## src/rtl/if_fetch_queue_pkg.sv

```systemverilog
// Shared constants for the instruction-fetch queue.
package if_fetch_queue_pkg;

  localparam int unsigned CPU_WIDTH = 32;
  localparam int unsigned PC_STEP   = 4;
  localparam logic [CPU_WIDTH-1:0] INST_NOP = 32'h0000_0013;

endpackage

```

## src/rtl/if_fetch_queue_sync_fifo.sv

```systemverilog
// Synchronous FIFO with push/pop/clear, occupancy count and combinational head output.
module if_fetch_queue_sync_fifo #(
  parameter int unsigned DEPTH = 2,
  parameter int unsigned WIDTH = 64,
  parameter int unsigned CNT_W = $clog2(DEPTH) + 1
) (
  input  logic             clk,
  input  logic             rst_n,
  input  logic             push,
  input  logic             pop,
  input  logic             clear,
  input  logic [WIDTH-1:0] wdata,
  output logic [WIDTH-1:0] rdata,
  output logic [CNT_W-1:0] count,
  output logic             not_empty
);

  localparam int unsigned PtrW = (DEPTH > 1) ? $clog2(DEPTH) : 1;

  logic [WIDTH-1:0] mem_q [DEPTH];
  logic [PtrW-1:0]  wr_ptr_q, rd_ptr_q;
  logic [CNT_W-1:0] count_q, count_d;

  always_comb begin
    count_d = count_q;
    if (clear) begin
      count_d = '0;
    end else if (push && !pop) begin
      count_d = count_q + 1'b1;
    end else if (pop && !push) begin
      count_d = count_q - 1'b1;
    end
  end

  // Pointers wrap naturally since DEPTH is a power of two.
  always_ff @(posedge clk or negedge rst_n) begin
    if (!rst_n) begin
      wr_ptr_q <= '0;
      rd_ptr_q <= '0;
      count_q  <= '0;
      for (int i = 0; i < DEPTH; i++) begin
        mem_q[i] <= '0;
      end
    end else begin
      count_q <= count_d;
      if (clear) begin
        wr_ptr_q <= '0;
        rd_ptr_q <= '0;
      end else begin
        if (push) begin
          mem_q[wr_ptr_q] <= wdata;
          wr_ptr_q        <= wr_ptr_q + 1'b1;
        end
        if (pop) begin
          rd_ptr_q <= rd_ptr_q + 1'b1;
        end
      end
    end
  end

  assign rdata     = mem_q[rd_ptr_q];
  assign count     = count_q;
  assign not_empty = (count_q != '0);

endmodule

```

## src/rtl/if_fetch_queue.sv

```systemverilog
// Fetch stage: issues ROM reads against credit, tracks the in-flight response and buffers
// {instruction, pc} pairs for decode; redirect flushes everything in one cycle.
module if_fetch_queue
  import if_fetch_queue_pkg::*;
#(
  parameter int unsigned DEPTH   = 2,
  parameter int unsigned PC_STEP = if_fetch_queue_pkg::PC_STEP
) (
  input  logic                 clk,
  input  logic                 rst_n,
  input  logic                 ena_i,
  input  logic [CPU_WIDTH-1:0] curr_pc_i,
  output logic [CPU_WIDTH-1:0] next_pc_o,
  input  logic                 redirect_i,
  input  logic [CPU_WIDTH-1:0] redirect_pc_i,
  output logic                 imem_en_o,
  output logic [CPU_WIDTH-1:0] imem_addr_o,
  input  logic [CPU_WIDTH-1:0] imem_rdata_i,
  output logic                 inst_valid_o,
  output logic [CPU_WIDTH-1:0] inst_o,
  output logic [CPU_WIDTH-1:0] inst_pc_o,
  input  logic                 dec_ready_i
);

  localparam int unsigned CntW = $clog2(DEPTH) + 1;
  localparam int unsigned OccW = CntW + 1;
  localparam logic [CPU_WIDTH-1:0] PcInc = CPU_WIDTH'(PC_STEP);
  localparam logic [OccW-1:0] DepthOcc = OccW'(DEPTH);

  logic                   inflight_q;
  logic [CPU_WIDTH-1:0]   pc_q;
  logic [CntW-1:0]        count;
  logic [2*CPU_WIDTH-1:0] head;
  logic                   pop, push, issue;
  logic [OccW-1:0]        occupancy;

  assign pop = inst_valid_o & dec_ready_i;

  // Entries left after this cycle's pop plus the outstanding response must fit.
  assign occupancy = OccW'(count) - OccW'(pop) + OccW'(inflight_q);
  assign issue     = rst_n & ena_i & ~redirect_i & (occupancy < DepthOcc);

  // Redirect kills the response arriving this cycle.
  assign push = inflight_q & ~redirect_i;

  always_comb begin
    next_pc_o = curr_pc_i;
    if (rst_n) begin
      if (redirect_i) begin
        next_pc_o = redirect_pc_i;
      end else if (issue) begin
        next_pc_o = curr_pc_i + PcInc;
      end
    end
  end

  assign imem_en_o   = issue;
  assign imem_addr_o = curr_pc_i;

  always_ff @(posedge clk or negedge rst_n) begin
    if (!rst_n) begin
      inflight_q <= 1'b0;
      pc_q       <= '0;
    end else begin
      inflight_q <= issue;
      if (issue) begin
        pc_q <= curr_pc_i;
      end
    end
  end

  if_fetch_queue_sync_fifo #(
    .DEPTH (DEPTH),
    .WIDTH (2 * CPU_WIDTH),
    .CNT_W (CntW)
  ) u_fifo (
    .clk       (clk),
    .rst_n     (rst_n),
    .push      (push),
    .pop       (pop),
    .clear     (redirect_i),
    .wdata     ({imem_rdata_i, pc_q}),
    .rdata     (head),
    .count     (count),
    .not_empty (inst_valid_o)
  );

  assign inst_o    = head[2*CPU_WIDTH-1:CPU_WIDTH];
  assign inst_pc_o = head[CPU_WIDTH-1:0];

endmodule

```

## config.mk

```make
export PLATFORM = sky130hd
export DESIGN_NAME = if_fetch_queue
export DESIGN_NICKNAME = d
export VERILOG_FILES = /design/src/rtl/if_fetch_queue_pkg.sv /design/src/rtl/if_fetch_queue_sync_fifo.sv /design/src/rtl/if_fetch_queue.sv
export SDC_FILE = /design/constraint.sdc
export NUM_CORES = 1
export LEC_CHECK = 0
export ABC_AREA = 1
export BUFFER_PORTS_ARGS = -buffer_cell sky130_fd_sc_hd__buf_2
export CORE_ASPECT_RATIO = 1.25
export CORE_MARGIN = 8
export CORE_UTILIZATION = 55
export CTS_BUF_LIST = sky130_fd_sc_hd__clkbuf_4
export CTS_CLUSTER_SIZE = 25
export DETAILED_ROUTE_END_ITERATION = 10
export PLACE_DENSITY = 0.83
export SETUP_SLACK_MARGIN = 0.3
export SKIP_CTS_REPAIR_TIMING = 1
export SYNTH_ARGS = -nofsm -noshare
export SYNTH_HDL_FRONTEND = slang
export SYNTH_HIERARCHICAL = 1
export SYNTH_SLANG_ARGS = --single-unit
```

## constraint.sdc

```tcl
create_clock -name clk -period 7.8 [get_ports clk]
set_clock_uncertainty 0.1 [all_clocks]
set_input_delay 0.39 -clock clk [delete_from_list [all_inputs] [get_ports clk]]
set_output_delay 0.39 -clock clk [all_outputs]
set_load 0.005 [all_outputs]
```

==> results of run 1 <==
[worst reg2reg max path, delay by kind of cell (launching register included)]
kind	cells	cell delay, ns
AND/OR/NAND/NOR	6	0.79
buffers and inverters	3	0.69
adder cells (fa/ha/maj)	2	0.68
flip-flops	1	0.47
AO/OA/AOI/OAI	1	0.20
[cells by family after synthesis]
family / count (synthesis)
buffers and inverters: 223
adders and majority gates: 3
muxes: 65
AOI/OAI and AO/OA: 207
xor gates and xnor gates: 8
and+or+nand+nor: 399
DFF: 165
[power breakdown]
part | internal, mW | switching [mW] | total [mW]
combinational | 0.427 | 0.455 | 0.882
sequential | 1.11 | 0.151 | 1.26
clock | 0.230 | 0.289 | 0.520
total | 1.76 | 0.895 | 2.66
[metal layers]
metal  part of all wire  track usage  vias to the layer above
li1                   -            -                     3785
met1               0.44       0.2869                     3458
met2               0.48       0.3677                      274
met3              0.062      0.03787                       24
met4              0.015      0.05765                        0
met5                  0            0                        -
[stage by stage]
step / util / hold slack [ns]
2_1_floorplan: - / -0.005591
3_3_place_gp: 0.6108 / 0.3445
3_5_place_dp: 0.6108 / 0.3469
4_1_cts: 0.6301 / -0.2513
5_1_grt: 0.6433 / 0.007614
6_report: 0.6433 / 0.04032
[sequential cells by signal (all words and copies together) (netlist names)]
| register | cells |
|---|---|
| inflight_q | 1 |
| u_fifo/count | 2 |
| u_fifo/mem_q | 128 |
| u_fifo/wr_ptr_q | 1 |
| pc_q | 32 |
| u_fifo/rd_ptr_q | 1 |
[worst max-delay path by stage]
stage | start | end | slack (ns)
floorplan | u_fifo/count[1] | next_pc_o[31] | 4.67
global placement | u_fifo/count[1] | next_pc_o[21] | 4.13
detailed placement | u_fifo/count[1] | next_pc_o[5] | 4.08
CTS | u_fifo/count[1] | next_pc_o[5] | 3.47
global route | u_fifo/count[1] | next_pc_o[5] | 3.13
finish | u_fifo/count[1] | next_pc_o[21] | 3.51
[Yosys cell counts (all sizes together)]
master / instances
a21oi: 5
and2: 1
buf: 75
clkbuf: 7
dfrtp: 165
fa: 1
ha: 2
inv: 141
mux2: 64
mux2i: 1
nand2: 295
nand3: 41
nand3b: 2
nand4: 10
nor2: 40
nor3: 9
o211ai: 9
o21ai: 190
o21bai: 3
or2: 1
xnor2: 1
xor2: 7
[final cells by class]
type / count / area (um2) / area share
Tap cell: 216 / 270.3 / 0.02614
Inverter: 141 / 529.3 / 0.05119
Multi-Input combinational cell: 682 / 3669 / 0.3548
Sequential cell: 165 / 4130 / 0.3995
Clock buffer: 18 / 135.1 / 0.01307
Antenna cell: 1 / 2.502 / 0.0002420
Timing Repair Buffer: 257 / 1428 / 0.1381
Clock inverter: 14 / 175.2 / 0.01694
==> metrics.md, run 1 <==
| Metric | Value |
|---|---|
| Buffers & Inverters on Critical Path | 4 |
| Worst Setup Start Kind | register |
| Die Ht | around 160 um |
| Status | finished clean |
| Final WS setup | about 3.5 ns |
| Vias per cell | 5.048 |
| Initial antenna violation count | 1 |
| Reg2reg start | u_fifo/count[1] |
| Initial Utilization | 0.5559 |
| Proportion of synthesized area in mux cells | 0.08179 |
| Slew Limit Fails | 0 |
| Worst Path Max Fanout | 72 |
| Worst r2r path cells | 12 |
| WHS Endpoint | u_fifo/mem_q[54] |
| Clock Latency Late Sink | approximately 0.50 ns |
| Largest cells by area after synthesis | dfrtp_1 46%, nand2_1 12%, mux2_2 8.1% |
| Port Buffers | between 200 and 250 |
| DP Wirelength | 16.41 mm |
| Remaining DRCs | 0 |
| Synth Area in XOR/XNOR | 0.007843 |
| Setup repair after global routing missed its margin | false |
| Drt total wl | around 23 mm |
| Pwr dens | between 200 and 300 mW/mm2 |
| Max_slew headroom | 0.3457 |
| Number of cells on the critical path | 16 |
| Critical path's slowest cell | fa_1 |
| Post-Synth Adder-Cell Area | 0.005042 |
| Synth unique cells | 36 |
| CTS buffer count | 17 |
| CTS clk-pin slew, worst paths | about 0.14 ns |
| Final Hold Vio Count | 0 |
| Die area | 0.02060 mm2 |
| Worst reg2reg path endpoint | pc_q[20] |
| WL/cell | 15.33 um |
| Worst stage delay on the critical path | 0.49 ns |
| Compound-cell area share of the yosys netlist | 0.1193 |
| Actual slew at the worst max-slew pin | ~1 ns |
| IO Pins | approximately 230 |
| Most frequent CP cell | nand2_1 |
| Synth Cell Area | between 0.008 and 0.009 mm2 |
| Top delay family on crit path | simple AND/OR/NAND/NOR gates |
| Leak Pwr | between 5 and 6 nW |
| Syn Nets | 1,174 |
| Sink Count | approximately 170 |
| Avg Cell Area, Syn | between 8 and 9 um2 |
| Fmax | roughly 0.23 GHz |
| Clock Tree Root | clkbuf_4 |
| FF+latch count, synth | around 170 |
| Crit path kind | reg -> out |
| Drt first pass iters | 4 |
| Clk buf depth | 2 |
| Vias in the first global route | about 7,400 |
| Worst hold start | imem_rdata_i[22] |
| Final Wtd Congestion | around 0.95 |
| Die width | between 100 and 150 um |
| Place WS | a little over 4 ns |
| Crit path capture type | output port |
| Main combinational cell family by area after synthesis | simple AND/OR/NAND/NOR gates |
| Power, Total | ~2.7 mW |
| Commonest non-fill, non-tap cell in the layout | nand2_1 |
| Layout Cells excl Fill | around 1,500 |
| Setup-failing EPs final | 0 |
| R2r setup slk | roughly 4.7 ns |
| First-pass GRT wire length | roughly 36 mm |
| Core box area | roughly 0.016 mm2 |
| Synthesis-to-layout area growth | 15.73% |
| Yosys top cell area share | 0.4622 |
| Final min period | approximately 4.3 ns |
| CP arrival | approximately 3.8 ns |
| Cell Count Post-Placement | ~1,400 |
| Cell taking the most area after synthesis | dfrtp_1 |
| Gr usage total | 0.2192 |
| Max-cap violations | 0 |
| DR vias | approximately 7,500 |
| Routed Antenna Nets | 0 |
| Syn Inst Count | 1,070 |
| Peak VDD IR | between 0.1 and 0.15 mV |
| Final period util | 0.5505 |
| Simple-Gate Fraction of Synth Area | 0.1943 |
| Data required, critical path | ~7.3 ns |
| Post-route cell area | between 0.01 and 0.015 mm2 |
| Placed Area | just under 0.01 mm2 |
| Htree depth | 4 |
| CTS tree | done |
| Ys Warns | 6 |
| Net count, final | about 1,400 |
| Fraction of layout cells with a size suffix above 1 | 0.2850 |
| Largest net degree at the start of global routing | 115 |
| Fill count | ~1,400 |
| Cells along the critical path | inv_1 > nand2_1 > nand2_1 > inv_1 > ha_1 > or2_2 > fa_1 > nand2_1 > nor2_8 > nand2_2 > buf_4 > nor2_2 > nand3_1 > a21oi_1 > o21ai_1 > buf_2 |
| Setup_tns | 0 ns |
| Hold path depth | 3 |
| Worst Hold Class | in -> reg |
| Most frequent cells in the layout | 290 x nand2_1, 229 x buf_2, 164 x dfrtp_1 |
| Row count | 52 |
| Remaining global-route overflow | 0 |
| First-iteration detailed-routing DRC count | a little over 500 |
| Sequential element share of the synthesized area | 0.4622 |
Note: power is estimated with default switching activity, not from simulation.
==> inputs of run 2 (changes only) <==
--- a/config.mk
+++ b/config.mk
@@ -5,7 +5,7 @@
 export SDC_FILE = /design/constraint.sdc
 export NUM_CORES = 1
 export LEC_CHECK = 0
-export ABC_AREA = 1
+export ABC_AREA = 0
 export BUFFER_PORTS_ARGS = -buffer_cell sky130_fd_sc_hd__buf_2
 export CORE_ASPECT_RATIO = 1.25
 export CORE_MARGIN = 8
==> constraint.sdc (replaced) <==
create_clock -name clk -period 4.1 [get_ports clk]
set_clock_uncertainty 0.1 [all_clocks]
set_input_delay 0.205 -clock clk [delete_from_list [all_inputs] [get_ports clk]]
set_output_delay 0.205 -clock clk [all_outputs]
set_load 0.005 [all_outputs]
==> run 2 against run 1 <==
Highest routed layer unchanged; via count is 8.4% lower; cell area up 6.6%; wire length rose by 8.7%; area after synthesis decreased by 2.5%; clock power increased by 100%; non-clock buffer count grew 61; sequential cell count stayed put; synthesized cell count shrank 32%; global-route usage grew 1.0 points; power increased by 110%; die area is 2.2% lower; sequential power increased by 100%.
==> metrics.md, run 2 <==
| Metric | Value |
|---|---|
| Yosys top cell area share | 0.4739 (was 0.4622) |
| Leak Pwr | 5.534 nW (was 5.460 nW) |
| FF+latch count, synth | 165 (unchanged) |
| Final period util | 0.9860 |
| CP arrival | 3.74 ns (was 3.80 ns) |
| Routed Antenna Nets | 0 (unchanged) |
| Post-route cell area | 0.01102 mm2 (was 0.01034 mm2) |
| IO Pins | 231 (unchanged) |
| Cell taking the most area after synthesis | dfrtp_1 (unchanged) |
| Drt total wl | 24.90 mm (was 22.90 mm) |
| First-pass GRT wire length | 36.50 mm (was 36.25 mm) |
| First-iteration detailed-routing DRC count | 430 (was 512) |
| Row count | 51 (was 52) |
| Switching pwr | 1.845 mW (was 895.3 uW) |
| Initial antenna violation count | 1 (unchanged) |
| Power share of the clock group | 0.187 (was 0.195) |
| Commonest non-fill, non-tap cell in the layout | buf_2 (was nand2_1) |
| DR vias | 6,904 (was 7,541) |
| Initial Utilization | 0.5595 (was 0.5559) |
| WL/cell | 20.43 um (was 15.33 um) |
| Largest cells by area after synthesis | dfrtp_1 47%, mux2_2 17%, mux2_4 10% (was dfrtp_1 46%, nand2_1 12%, mux2_2 8.1%) |
| Status | finished clean (unchanged) |
| Sequential element share of the synthesized area | 0.4739 (was 0.4622) |
| Synth unique cells | 63 (was 36) |
| Gr usage total | 0.2294 (was 0.2192) |
| Max-cap violations | 0 (unchanged) |
| Fmax | 0.2474 GHz |
| Largest net degree at the start of global routing | 80 (was 115) |
| Internal | 3.845 mW (was 1.764 mW) |
| Part of the power in registers | 0.444 (was 0.473) |
| Comb power frac | 0.369 (was 0.332) |
| Fraction of layout cells with a size suffix above 1 | 0.5080 (was 0.2850) |
| Crit path kind | reg -> out (unchanged) |
| Final Wtd Congestion | 0.8911 (was 0.9456) |
| Met1 Wirelength | 10.02 mm (was 10.19 mm) |
| Max FFs per register | 128 (unchanged) |
| Remaining DRCs | 0 (unchanged) |
| Avg Cell Area, Syn | 11.98 um2 (was 8.349 um2) |
| Core box area | 0.01557 mm2 (was 0.01607 mm2) |
| Placed Area | 0.009697 mm2 (was 0.009816 mm2) |
| Data required, critical path | 3.80 ns (was 7.31 ns) |
| Vias per cell | 5.664 (was 5.048) |
| Remaining global-route overflow | 0 (unchanged) |
| Slew Limit Fails | 0 (unchanged) |
| Most frequent cells after synthesis | 165 x dfrtp_1, 134 x mux2_2, 94 x nand2_1 (was 290 x nand2_1, 165 x dfrtp_1, 138 x inv_1) |
| Top-count cell post-synth | dfrtp_1 (was nand2_1) |
| Number of flops mapped to enable cells by yosys | 0 (unchanged) |
| Drt first pass iters | 5 (was 4) |
| Ys Warns | 6 (unchanged) |
| Net count, final | 1,097 (was 1,368) |
| Synthesis-to-layout area growth | 26.54% (was 15.73%) |
| Cells along the critical path | or2_4 > and2_4 > ha_4 > nand2b_4 > fa_1 > and4b_2 > nand4_4 > or3_4 > o211ai_1 > o311ai_2 > buf_2 (was inv_1 > nand2_1 > nand2_1 > inv_1 > ha_1 > or2_2 > fa_1 > nand2_1 > nor2_8 > nand2_2 > buf_4 > nor2_2 > nand3_1 > a21oi_1 > o21ai_1 > buf_2) |
| CTS tree | done (unchanged) |
| Sink Count | 165 (unchanged) |
| Worst Path Max Fanout | 5 (was 72) |
| DR top layer | met4 (unchanged) |
| Clock Tree Root | clkbuf_4 (unchanged) |
| Crit path capture type | output port (unchanged) |
| Dominant synthesized flop cell | dfrtp_1 (unchanged) |
| Syn Nets | 831 (was 1,174) |
| Die area | 0.02015 mm2 (was 0.02060 mm2) |
| Clock Latency Late Sink | 0.53 ns (was 0.50 ns) |
| Die Ht | 156.7 um (was 158.5 um) |
| Peak VDD IR | 0.2448 mV (was 0.1014 mV) |
| CTS clk-pin slew, worst paths | 0.15 ns (was 0.14 ns) |
| Async S/R FF share, synth | 1.000 (unchanged) |
| Actual slew at the worst max-slew pin | 0.9546 ns (was 0.9814 ns) |
| Critical path's slowest cell | fa_1 (unchanged) |
| Cell Count Post-Placement | 1,108 (was 1,440) |
| Synth Cell Area | 0.008712 mm2 (was 0.008934 mm2) |
| Switching Share | 0.3243 (was 0.3367) |
| Htree depth | 4 (unchanged) |
| Worst Hold Class | in -> reg (unchanged) |
| Met3 Wirelength | 1.813 mm (was 1.414 mm) |
| Die width | 128.6 um (was 130.0 um) |
| Max_slew headroom | 0.3636 (was 0.3457) |
| Setup repair after global routing missed its margin | true (was false) |
| Worst Setup Start Kind | register (unchanged) |
| DP Wirelength | 16.11 mm (was 16.41 mm) |
| Met2 WL | 12.31 mm (was 10.95 mm) |
| Most flops, register | u_fifo/mem_q (unchanged) |
| Setup-failing EPs final | 0 (unchanged) |
| CTS buffer count | 17 (unchanged) |
| Most frequent cells in the layout | 228 x buf_2, 163 x dfrtp_1, 134 x mux2_2 (was 290 x nand2_1, 229 x buf_2, 164 x dfrtp_1) |
| Clk buf depth | 2 (unchanged) |
| Worst stage delay on the critical path | 0.53 ns (was 0.49 ns) |
| Vias in the first global route | 7,100 (was 7,409) |
| Layout Cells excl Fill | 1,219 (was 1,494) |
| Final Hold Vio Count | 0 (unchanged) |
| Port Buffers | 230 (unchanged) |
| Final min period | roughly 4 ns |
| Pwr dens | 516.2 mW/mm2 (was 257.2 mW/mm2) |
| Syn Inst Count | 727 (was 1,070) |
[run 2: cell types whose count changed in the layout (fill, tap and decap cells not counted), moves of 43 or more]
cell	before	now
o21ai_0	62	19
dlygate4sd3_1	21	66
mux2_4	0	60
nand2_1	290	93
o21ai_1	128	3
mux2_2	64	134
inv_1	138	14
[run 2: metrics by stage]
stage | hold WS, ns | TNS [ns] | utilization | power (mW) | setup WS [ns]
after floorplan | -0.1906 | 0 | - | 3.703 | 0.6982
after global placement | 0.1355 | 0 | 0.6228 | 4.406 | 0.4934
after detailed placement | 0.1420 | 0 | 0.6228 | 4.480 | 0.4237
after CTS | -0.4809 | -2.653 | 0.6434 | 5.560 | -0.2096
after global routing | 0.04639 | -0.2327 | 0.7081 | 6.025 | -0.1075
final | 0.06079 | 0 | 0.7081 | 5.691 | 0.05734
[run 2: path summary, 6_finish.rpt]
check                           startpoint          endpoint  slack, ns  cells after the start
setup / recovery           u_fifo/count[1]     next_pc_o[30]       0.06                     11
hold / removal                  redirect_i   u_fifo/rd_ptr_q       0.06                      2
setup reg to reg           u_fifo/count[1]           pc_q[8]       1.31                     11
hold reg to reg                    pc_q[1]           pc_q[1]       0.41                      2
max in group asynchronous            rst_n  u_fifo/mem_q[29]       2.64                      3
min in group asynchronous            rst_n           pc_q[5]       0.27                      3
[run 2: final cells by class]
class | instances | area [um2]
repair buffers | 318 | 2091
inverters | 16 | 62.56
diodes | 1 | 2.502
flip-flops and latches | 165 | 4134
multi-input cells | 475 | 4149
fillers | 1148 | 4546
clock inverters | 15 | 192.7
well taps | 212 | 265.3
clock buffers | 17 | 127.6
[run 2: power groups by stage]
stage	combinational (mW)	clock [mW]	sequential (mW)
after CTS	1.94	1.09	2.52
after detailed placement	1.93	0	2.55
after floorplan	1.33	0	2.37
after global routing	2.27	1.16	2.60
final	2.10	1.06	2.53
after global placement	1.88	0	2.52
[run 2: critical path: cells and delay by family (launching register included)]
family          cells  cell delay [ns]
fa+ha+maj           2             0.74
simple gates        6             1.46
buf+inv             1             0.15
flops               1             0.44
compound gates      2             0.41
[run 2: logic make-up (layout without fill, tap and decap cells)]
family / after synthesis / after routing / synth area share
buffers and inverters: 87 / 366 / 0.07037
xor gates and xnor gates: 6 / 6 / 0.006032
adders and majority gates: 3 / 3 / 0.005170
AOI/OAI and AO/OA: 81 / 81 / 0.06219
and+or+nand+nor: 191 / 191 / 0.1057
other: 0 / 1 / 0
muxes: 194 / 194 / 0.2766
DFF: 165 / 165 / 0.4739
[run 2: layer usage]
layer | global-route usage | up-vias
li1 | - | 3100
met1 | 0.2745 | 3373
met2 | 0.3929 | 365
met3 | 0.05380 | 66
met4 | 0.08469 | 0
met5 | 0 | -
==> inputs of run 3 (changes only) <==
--- a/config.mk
+++ b/config.mk
@@ -9,11 +9,10 @@
 export BUFFER_PORTS_ARGS = -buffer_cell sky130_fd_sc_hd__buf_2
 export CORE_ASPECT_RATIO = 1.25
 export CORE_MARGIN = 8
-export CORE_UTILIZATION = 55
-export CTS_BUF_LIST = sky130_fd_sc_hd__clkbuf_4
+export CORE_UTILIZATION = 53
 export CTS_CLUSTER_SIZE = 25
 export DETAILED_ROUTE_END_ITERATION = 10
-export PLACE_DENSITY = 0.83
+export PLACE_DENSITY = 0.8
 export SETUP_SLACK_MARGIN = 0.3
 export SKIP_CTS_REPAIR_TIMING = 1
 export SYNTH_ARGS = -nofsm -noshare
==> run 3 against run 2 <==
The flow now finishes with violations (negative hold slack); critical path type unchanged; largest power group unchanged; sequential share of layout area is 0.49 points higher; critical endpoint is now next_pc_o[28]; sequential power about the same; power grew 6.3%; cell area fell by 1.3%.
==> metrics.md, run 3 (synthesis results as in run 2) <==
| Metric | Value |
|---|---|
| Worst Hold Class | in -> reg (unchanged) |
| Crit path capture type | output port (unchanged) |
| Inserted Diodes | 0 (was 1) |
| Clk buf depth | 2 (unchanged) |
| Vias per cell | 5.561 (was 5.664) |
| Final period util | 0.9183 (was 0.9860) |
| CP arrival | 3.46 ns (was 3.74 ns) |
| Layout Cells excl Fill | 1,193 (was 1,219) |
| Pwr dens | 555.7 mW/mm2 (was 516.2 mW/mm2) |
| CTS tree | done (unchanged) |
| CTS clk-pin slew, worst paths | 0.07 ns (was 0.15 ns) |
| Setup-failing EPs final | 0 (unchanged) |
| DP Wirelength | 16.11 mm (about the same) |
| Hold Slack | -0.001076 ns (was 0.06079 ns) |
| DR vias | 6,634 (was 6,904) |
| Synthesis-to-layout area growth | 24.90% (was 26.54%) |
| Switching Share | 0.3113 (was 0.3243) |
| Most frequent cells in the layout | 229 x buf_2, 163 x dfrtp_1, 134 x mux2_2 (was 228 x buf_2, 163 x dfrtp_1, 134 x mux2_2) |
| Internal | 4.164 mW (was 3.845 mW) |
| Peak VDD IR | 0.3299 mV (was 0.2448 mV) |
| Cell Count Post-Placement | 1,112 (was 1,108) |
| Power, Total | 6.047 mW (was 5.691 mW) |
| Setup repair after global routing missed its margin | true (unchanged) |
| Final min period | 3.765 ns (was 4.043 ns) |
| Slew Limit Fails | 0 (unchanged) |
| Leak Pwr | 5.465 nW (was 5.534 nW) |
| Gr usage total | 0.2276 (was 0.2294) |
| WL/cell | 20.34 um (was 20.43 um) |
| Max_slew headroom | 0.3475 (was 0.3636) |
| Final Wtd Congestion | 0.9078 (was 0.8911) |
| Commonest non-fill, non-tap cell in the layout | buf_2 (unchanged) |
| Initial antenna violation count | 0 (was 1) |
| Sink Count | 165 (unchanged) |
| Crit path kind | reg -> out (unchanged) |
| Max FFs per register | 128 (unchanged) |
| Clock Latency Late Sink | 0.41 ns (was 0.53 ns) |
| Clock Tree Root | clkbuf_16 (was clkbuf_4) |
| Status | complete, but fails checks (was finished clean) |
| Actual slew at the worst max-slew pin | 0.9788 ns (was 0.9546 ns) |
| Port Buffers | 230 (unchanged) |
| First-pass GRT wire length | 37.08 mm (was 36.50 mm) |
| Part of the power in registers | 0.420 (was 0.444) |
| Comb power frac | 0.334 (was 0.369) |
| Switching pwr | 1.883 mW (was 1.845 mW) |
| Die Ht | 159.3 um (was 156.7 um) |
| Die width | 130.7 um (was 128.6 um) |
| Worst Path Max Fanout | 5 (unchanged) |
| Most flops, register | u_fifo/mem_q (unchanged) |
| Core box area | 0.01614 mm2 (was 0.01557 mm2) |
| Failing checks | negative hold slack |
| Fmax | 0.2656 GHz (was 0.2474 GHz) |
| Largest net degree at the start of global routing | 170 (was 80) |
| Fin util | 0.6744 (was 0.7081) |
| Htree depth | 4 (unchanged) |
| Row count | 52 (was 51) |
| IO Pins | 231 (unchanged) |
| Fraction of layout cells with a size suffix above 1 | 0.5118 (was 0.5080) |
| Routed Antenna Nets | 0 (unchanged) |
| Initial Utilization | 0.5399 (was 0.5595) |
| Net count, final | 1,068 (was 1,097) |
| Remaining global-route overflow | 0 (unchanged) |
| Data required, critical path | 3.80 ns (about the same) |
| Power share of the clock group | 0.246 (was 0.187) |
| Worst Setup Start Kind | register (unchanged) |
| CTS buffer count | 17 (unchanged) |
| Remaining DRCs | 0 (unchanged) |
| First-iteration detailed-routing DRC count | 457 (was 430) |
| Die area | 0.02082 mm2 (was 0.02015 mm2) |
| Drt total wl | 24.26 mm (was 24.90 mm) |
| Max-cap violations | 0 (unchanged) |
| Drt first pass iters | 5 (unchanged) |
| Vias in the first global route | 7,023 (was 7,100) |
| Final Hold Vio Count | 1 (was 0) |
[run 3: routing by layer]
layer  track usage  part of all wire
met1        0.2823              0.40
met2        0.3707              0.50
met3       0.04859             0.067
met4       0.09995             0.028
met5             0                 0
[run 3: worst max-delay path: stages, from the launching register on]
cell and delay [ns]:
dfrtp_1 0.43, or2_4 0.25, and2_4 0.16, ha_4 0.21, nand2b_4 0.13, fa_1 0.48
and4b_2 0.33, nand4_4 0.14, or3_4 0.43, nor4b_2 0.22, a221o_1 0.14, buf_2 0.11
[run 3: worst paths after layout]
check	endpoint	slack (ns)	cells past startpoint	from
max	next_pc_o[28]	0.34	11	u_fifo/count[0]
max in group asynchronous	u_fifo/count[1]	3.15	2	rst_n
min in group asynchronous	pc_q[14]	0.07	2	rst_n
min	pc_q[15]	-0.001	3	curr_pc_i[15]
max reg2reg	pc_q[7]	1.33	11	u_fifo/count[0]
min reg2reg	u_fifo/mem_q[45]	0.40	1	u_fifo/mem_q[45]
[run 3: power by group through the flow]
| stage | registers [mW] | logic, mW | clock network, mW |
|---|---|---|---|
| floorplan | 2.37 | 1.33 | 0 |
| global placement | 2.53 | 1.88 | 0 |
| CTS | 2.54 | 1.93 | 1.53 |
| global route | 2.62 | 2.21 | 1.59 |
| finish | 2.54 | 2.02 | 1.49 |
| detailed placement | 2.56 | 1.92 | 0 |
[run 3: stage by stage]
step                TNS (ns)  area [um2]  worst slack (ns)
CTS                  -0.3979       10240          -0.08141
finish                     0       10880            0.3350
global route               0       10880            0.2106
floorplan                  0        8712            0.6982
detailed placement         0        9689            0.3790
global placement           0        9689            0.4444
[run 3: final cells by class]
type | count | area, um2
Inverter | 16 | 65.06
Tap cell | 216 | 270.3
Fill cell | 1288 | 5254
Clock inverter | 14 | 117.6
Sequential cell | 165 | 4134
Clock buffer | 18 | 429.2
Multi-Input combinational cell | 475 | 4120
Timing Repair Buffer | 289 | 1745
